### config.mk
export PLATFORM = sky130hd
export DESIGN_NAME = pipeline_hazard_ctrl
export DESIGN_NICKNAME = d
export VERILOG_FILES = /design/src/rtl/pipeline_pkg.sv /design/src/rtl/hazard_detect.sv /design/src/rtl/pipeline_hazard_ctrl.sv
export SDC_FILE = /design/constraint.sdc
export NUM_CORES = 1
export LEC_CHECK = 0
export CAP_MARGIN = 20
export CELL_PAD_IN_SITES_DETAIL_PLACEMENT = 0
export CELL_PAD_IN_SITES_GLOBAL_PLACEMENT = 1
export CORE_MARGIN = 3
export CORE_UTILIZATION = 33
export CTS_CLUSTER_SIZE = 24
export DETAILED_ROUTE_END_ITERATION = 6
export PLACE_DENSITY = 0.85
export SETUP_SLACK_MARGIN = 0.05
export SYNTH_ARGS = -nofsm -noshare
export SYNTH_HDL_FRONTEND = slang
export SYNTH_SLANG_ARGS = --single-unit
### constraint.sdc
create_clock -name clk -period 1.59 [get_ports clk]
set_clock_uncertainty 0.05 [all_clocks]
set_input_delay 0.318 -clock clk [delete_from_list [all_inputs] [get_ports clk]]
set_output_delay 0.318 -clock clk [all_outputs]
set_load 0.01 [all_outputs]
### src/rtl/pipeline_pkg.sv
// Shared types and constants for the pipeline hazard controller.
package pipeline_pkg;

    typedef enum logic [1:0] {
        RUN       = 2'd0,
        LU_STALL  = 2'd1,
        MISS_WAIT = 2'd2
    } hz_state_e;

    localparam int unsigned REG_ZERO   = 0;
    localparam int unsigned WAIT_CNT_W = 16;

endpackage

### src/rtl/hazard_detect.sv
// Combinational load-use compare between the load in ID/EX and the sources in IF/ID.
module hazard_detect
    import pipeline_pkg::*;
#(
    parameter int unsigned REG_AW = 5
) (
    input  logic              idex_memread_i,
    input  logic [REG_AW-1:0] idex_rt_i,
    input  logic [REG_AW-1:0] ifid_rs_i,
    input  logic [REG_AW-1:0] ifid_rt_i,
    output logic              lu_hazard_o
);

    logic rt_nonzero;
    logic src_match;

    // The zero register is hard-wired, so a load targeting it never produces a value to wait for.
    assign rt_nonzero  = (idex_rt_i != REG_AW'(REG_ZERO));
    assign src_match   = (idex_rt_i == ifid_rs_i) || (idex_rt_i == ifid_rt_i);
    assign lu_hazard_o = idex_memread_i && rt_nonzero && src_match;

endmodule

### src/rtl/pipeline_hazard_ctrl.sv
// Stall/flush controller: cache-miss freeze, branch flush, one-bubble load-use stall.
// Optional performance counters are enabled with `define HAZARD_PERF_CNT_EN.
module pipeline_hazard_ctrl
    import pipeline_pkg::*;
#(
    parameter int unsigned MISS_TIMEOUT = 64,
    parameter int unsigned REG_AW       = 5
) (
    input  logic              clk,
    input  logic              rst_n,
    input  logic              hit,
    input  logic              mem_access,
    input  logic              idex_memread,
    input  logic [REG_AW-1:0] idex_rt,
    input  logic [REG_AW-1:0] ifid_rs,
    input  logic [REG_AW-1:0] ifid_rt,
    input  logic              branch_taken,
    output logic              pc_en,
    output logic              ifid_en,
    output logic              idex_en,
    output logic              exmem_en,
    output logic              ifid_flush,
    output logic              idex_flush,
`ifdef HAZARD_PERF_CNT_EN
    output logic [31:0]       lu_stall_cnt,
    output logic [31:0]       miss_stall_cnt,
    output logic [31:0]       flush_cnt,
`endif
    output logic              miss_timeout
);

    localparam logic [WAIT_CNT_W-1:0] WAIT_MAX = WAIT_CNT_W'(MISS_TIMEOUT);

    hz_state_e             state_q, state_d;
    logic [WAIT_CNT_W-1:0] wait_cnt_q, wait_cnt_d;
    logic                  timeout_q, timeout_d;

    logic miss;
    logic lu_hazard;
    logic lu_stall;
    logic branch_flush;

    hazard_detect #(
        .REG_AW (REG_AW)
    ) u_hazard_detect (
        .idex_memread_i (idex_memread),
        .idex_rt_i      (idex_rt),
        .ifid_rs_i      (ifid_rs),
        .ifid_rt_i      (ifid_rt),
        .lu_hazard_o    (lu_hazard)
    );

    assign miss         = mem_access && !hit;
    assign branch_flush = branch_taken && !miss;
    // Detection is masked only in the bubble cycle; the MISS_WAIT exit cycle re-evaluates the hazard.
    assign lu_stall     = lu_hazard && (state_q != LU_STALL) && !miss && !branch_taken;

    always_ff @(posedge clk) begin
        if (!rst_n) begin
            state_q    <= RUN;
            wait_cnt_q <= '0;
            timeout_q  <= 1'b0;
        end else begin
            state_q    <= state_d;
            wait_cnt_q <= wait_cnt_d;
            timeout_q  <= timeout_d;
        end
    end

    always_comb begin
        state_d    = RUN;
        wait_cnt_d = '0;
        timeout_d  = timeout_q;
        pc_en      = 1'b1;
        ifid_en    = 1'b1;
        idex_en    = 1'b1;
        exmem_en   = 1'b1;
        ifid_flush = 1'b0;
        idex_flush = 1'b0;

        if (!rst_n) begin
            pc_en      = 1'b0;
            ifid_en    = 1'b0;
            idex_en    = 1'b0;
            exmem_en   = 1'b0;
            ifid_flush = 1'b1;
            idex_flush = 1'b1;
        end else if (miss) begin
            pc_en    = 1'b0;
            ifid_en  = 1'b0;
            idex_en  = 1'b0;
            exmem_en = 1'b0;
            state_d  = MISS_WAIT;
            if (state_q == MISS_WAIT) begin
                wait_cnt_d = (wait_cnt_q == WAIT_MAX) ? wait_cnt_q : wait_cnt_q + 1'b1;
            end
            if (wait_cnt_d == WAIT_MAX) begin
                timeout_d = 1'b1;
            end
        end else if (branch_flush) begin
            ifid_flush = 1'b1;
            idex_flush = 1'b1;
        end else if (lu_stall) begin
            pc_en      = 1'b0;
            ifid_en    = 1'b0;
            idex_flush = 1'b1;
            state_d    = LU_STALL;
        end
    end

    assign miss_timeout = timeout_q && rst_n;

`ifdef HAZARD_PERF_CNT_EN
    logic [31:0] lu_cnt_q, miss_cnt_q, flush_cnt_q;

    always_ff @(posedge clk) begin
        if (!rst_n) begin
            lu_cnt_q    <= '0;
            miss_cnt_q  <= '0;
            flush_cnt_q <= '0;
        end else begin
            if (lu_stall && (lu_cnt_q != '1)) begin
                lu_cnt_q <= lu_cnt_q + 1'b1;
            end
            if (miss && (miss_cnt_q != '1)) begin
                miss_cnt_q <= miss_cnt_q + 1'b1;
            end
            if (branch_flush && (flush_cnt_q != '1)) begin
                flush_cnt_q <= flush_cnt_q + 1'b1;
            end
        end
    end

    assign lu_stall_cnt   = lu_cnt_q;
    assign miss_stall_cnt = miss_cnt_q;
    assign flush_cnt      = flush_cnt_q;
`endif

endmodule

==> metrics <==
Seq/Total Area, Yosys=30.6%; CTS tree=done; Initial Utilization=35.8%; CP Capture Type=output pin; period utilization=119%; GPL Wtd Cong=around 0.79; CTS Sinks=19; DR vias=1251; H-tree depth=1; Hold Path Class=input port to flip-flop; failing checks=negative setup slack; Post-Syn Nets=between 150 and 200; area of the core=3470 µm²; Critical Path Start Type=input port; Worst Path Max Fanout=2; Cells on Worst Hold Path=3; setup violators final=5; Worst VDD drop=between 200 and 250 µV; flop2flop setup slack=-0.15 ns; Post-Synthesis Cells=about 150; Post-synth EDFFs=0; antenna cells=0; Synth cell types=37; fillers=between 300 and 400; max-slew violation count=0; Post-CTS Hold Buffers=0; Crit Path Class=input port to output pin; R2R cell count=7; wirelength, routed=3550 µm; FMAX=528 MHz; site row count=21; required time worst endpoint=1.22 ns; die height=around 67 µm; Reg area=393 µm²; P per Cell Area=roughly 470 nW/µm²; total CTS buffers=3; GRT Util Overall=16.5%; DR DRC count=0; IO Pins=28; Final Core Density=60.2%; worst reg2reg startpoint=wait_cnt_q[1]; Congestion Overflow GR=0; ranking of synthesized cells by area=dfxtp_1 31%, xnor2_1 16%, nor2_1 6.7%, nand2_1 3.9%, xor2_1 3.5%; WL/cell=13.7 µm; die area=around 4500 µm²; share of layout cells above drive strength 1=50.9%; Layout Nets=~240; FF-to-FF End=timeout_q; Clock transition at path regs=0.08 ns; post-synthesis cell area=1240 µm²; Hold Path Sink=state_q[1]; Detail Route Antenna Nets=0; clk buf depth=2; initial antenna violation count=0; status=finished with violations; Port Buffers=27; Arr. time, crit path=1.52 ns; area grow syn2layout=68.2%; Post-Syn Area per Cell=around 8.2 µm²; async set or reset register ratio after synthesis=0%; global-route wire length before repair=about 5700 µm; Synthesis Warnings=0; final hold violation count=0; DP Area=1850 µm²; final instance area=between 2000 and 2500 µm²; multi-input logic area=1010 µm²; clock latency on the worst-skew pair=0.26 ns; post-route minimum period=1.89 ns; hold slack=0.473 ns; Synth area leader=dfxtp_1; CTS root buffer=clkbuf_8; synthesized flop and latch total=19; Worst Tran Pin Value=0.298 ns; relative slew slack=80.0%; hold_sp=hit; leakage power=0.869 nW; vias in the first global route=around 1300; Final WS setup=-0.303 ns; Vias/cell=~4.8; DR iter-0 viols=36; Yosys top cell area share=30.6%; DP Wirelength=2570 µm; DR pass1 iterations=4; ys flop type=dfxtp_1; largest net degree at the start of global routing=16; RSZ-0062 raised after global routing=yes; DIE WIDTH=67.3 µm; max_cap viols=0
where the power goes:
part           internal, mW  total, mW  switching, mW
Sequential            0.474      0.474       0.000980
Clock                 0.175      0.348          0.174
Combinational        0.0886      0.150         0.0616
layout make-up:
type	instances	area share (%)
multi-input combinational	115	48.3
clock inverter	1	0.240
timing repair buffer	69	26.5
clock buffer	3	1.98
inverter	7	1.38
sequential	19	18.8
tap	46	2.76
flip-flops by register name (all words and copies together) (netlist names):
register    count
timeout_q       1
wait_cnt_q     16
state_q         2
worst max-delay path, stage by stage:
cell       delay (ns)
buf_6            0.09
or4_4            0.54
o2111ai_4        0.23
nor2_2           0.07
nor2b_2          0.13
buf_2            0.15
stage by stage:
stage / std cells / TNS (ns) / power (mW) / worst slack (ns)
2_1_floorplan: 151 / -0.235 / 0.542 / -0.180
5_1_grt: 260 / -1.50 / 1.01 / -0.368
3_3_place_gp: 253 / -5.59 / 0.634 / -1.00
3_5_place_dp: 253 / -6.26 / 0.639 / -1.05
6_report: 260 / -0.965 / 0.973 / -0.303
4_1_cts: 258 / -0.967 / 0.975 / -0.296
cells in the final DEF (no fill, tap or decap), types with 2 or more instances in the layout:
master           instances
buf_4                   37
nor2_1                  20
xnor2_1                 15
dfxtp_1                 13
nand2_1                 11
dlygate4sd2_1           10
xnor2_2                  7
buf_2                    7
buf_6                    6
inv_1                    5
nand3_1                  5
xor2_1                   4
nor3_1                   4
nor4_2                   4
dfxtp_2                  4
clkbuf_8                 3
clkbuf_2                 3
a21oi_2                  2
and2_1                   2
nand4_2                  2
nand2_2                  2
nand3_4                  2
and3_1                   2
nor3_2                   2
a21oi_1                  2
o21ai_0                  2
ha_4                     2
clkdlybuf4s50_1          2
clkdlybuf4s15_1          2
dfxtp_4                  2
cells in the mapped netlist, types with 2 or more instances:
master     instances
dfxtp_1           19
o2111ai_1          2
xnor2_1           22
nor3_1             5
inv_1              7
ha_1               2
and2_1             3
nand4_2            3
a31oi_1            2
o21ai_0            2
nor2_1            22
and3_1             3
xor2_1             5
nand2_1           13
clkbuf_1           2
nor2b_1            2
buf_6              3
a21oi_1            4
nand3_1            7
buf_4              4
nor4_1             2
nor4_2             2
how the worst max path moves through the flow:
stage                     startpoint    end  cells past startpoint
after floorplan           idex_rt[0]  pc_en                      5
after global placement    idex_rt[0]  pc_en                      6
after detailed placement  idex_rt[0]  pc_en                      6
after CTS                 idex_rt[2]  pc_en                      6
after global routing      idex_rt[0]  pc_en                      9
final                     idex_rt[2]  pc_en                      6
per-layer routing:
layer | vias up | wire (µm) | global-route usage (%)
met1 | 567 | 1340 | 18.2
met4 | 0 | 75 | 7.34
met3 | 7 | 224 | 3.16
li1 | 635 | - | -
met2 | 42 | 1910 | 30.3
met5 | - | 0 | 0
kinds of logic (layout without fill, tap and decap cells):
kind of cell,Yosys count,in the layout,share of synthesized area [%]
xor gates and xnor gates,27,27,19.1
AOI/OAI and AO/OA,14,14,7.26
DFF,19,19,30.6
buffers and inverters,17,80,8.27
and+or+nand+nor,72,72,32.8
adders and majority gates,2,2,2.02
timing repair:
| action | 4_1_cts | 5_1_grt |
|---|---|---|
| endpoints found under the setup margin | 11 | 14 |
| buffers inserted | 1 | 4 |
| pin swaps | 21 | 17 |
| resized for setup | 86 | 23 |
(Power assumes the default switching activity.)
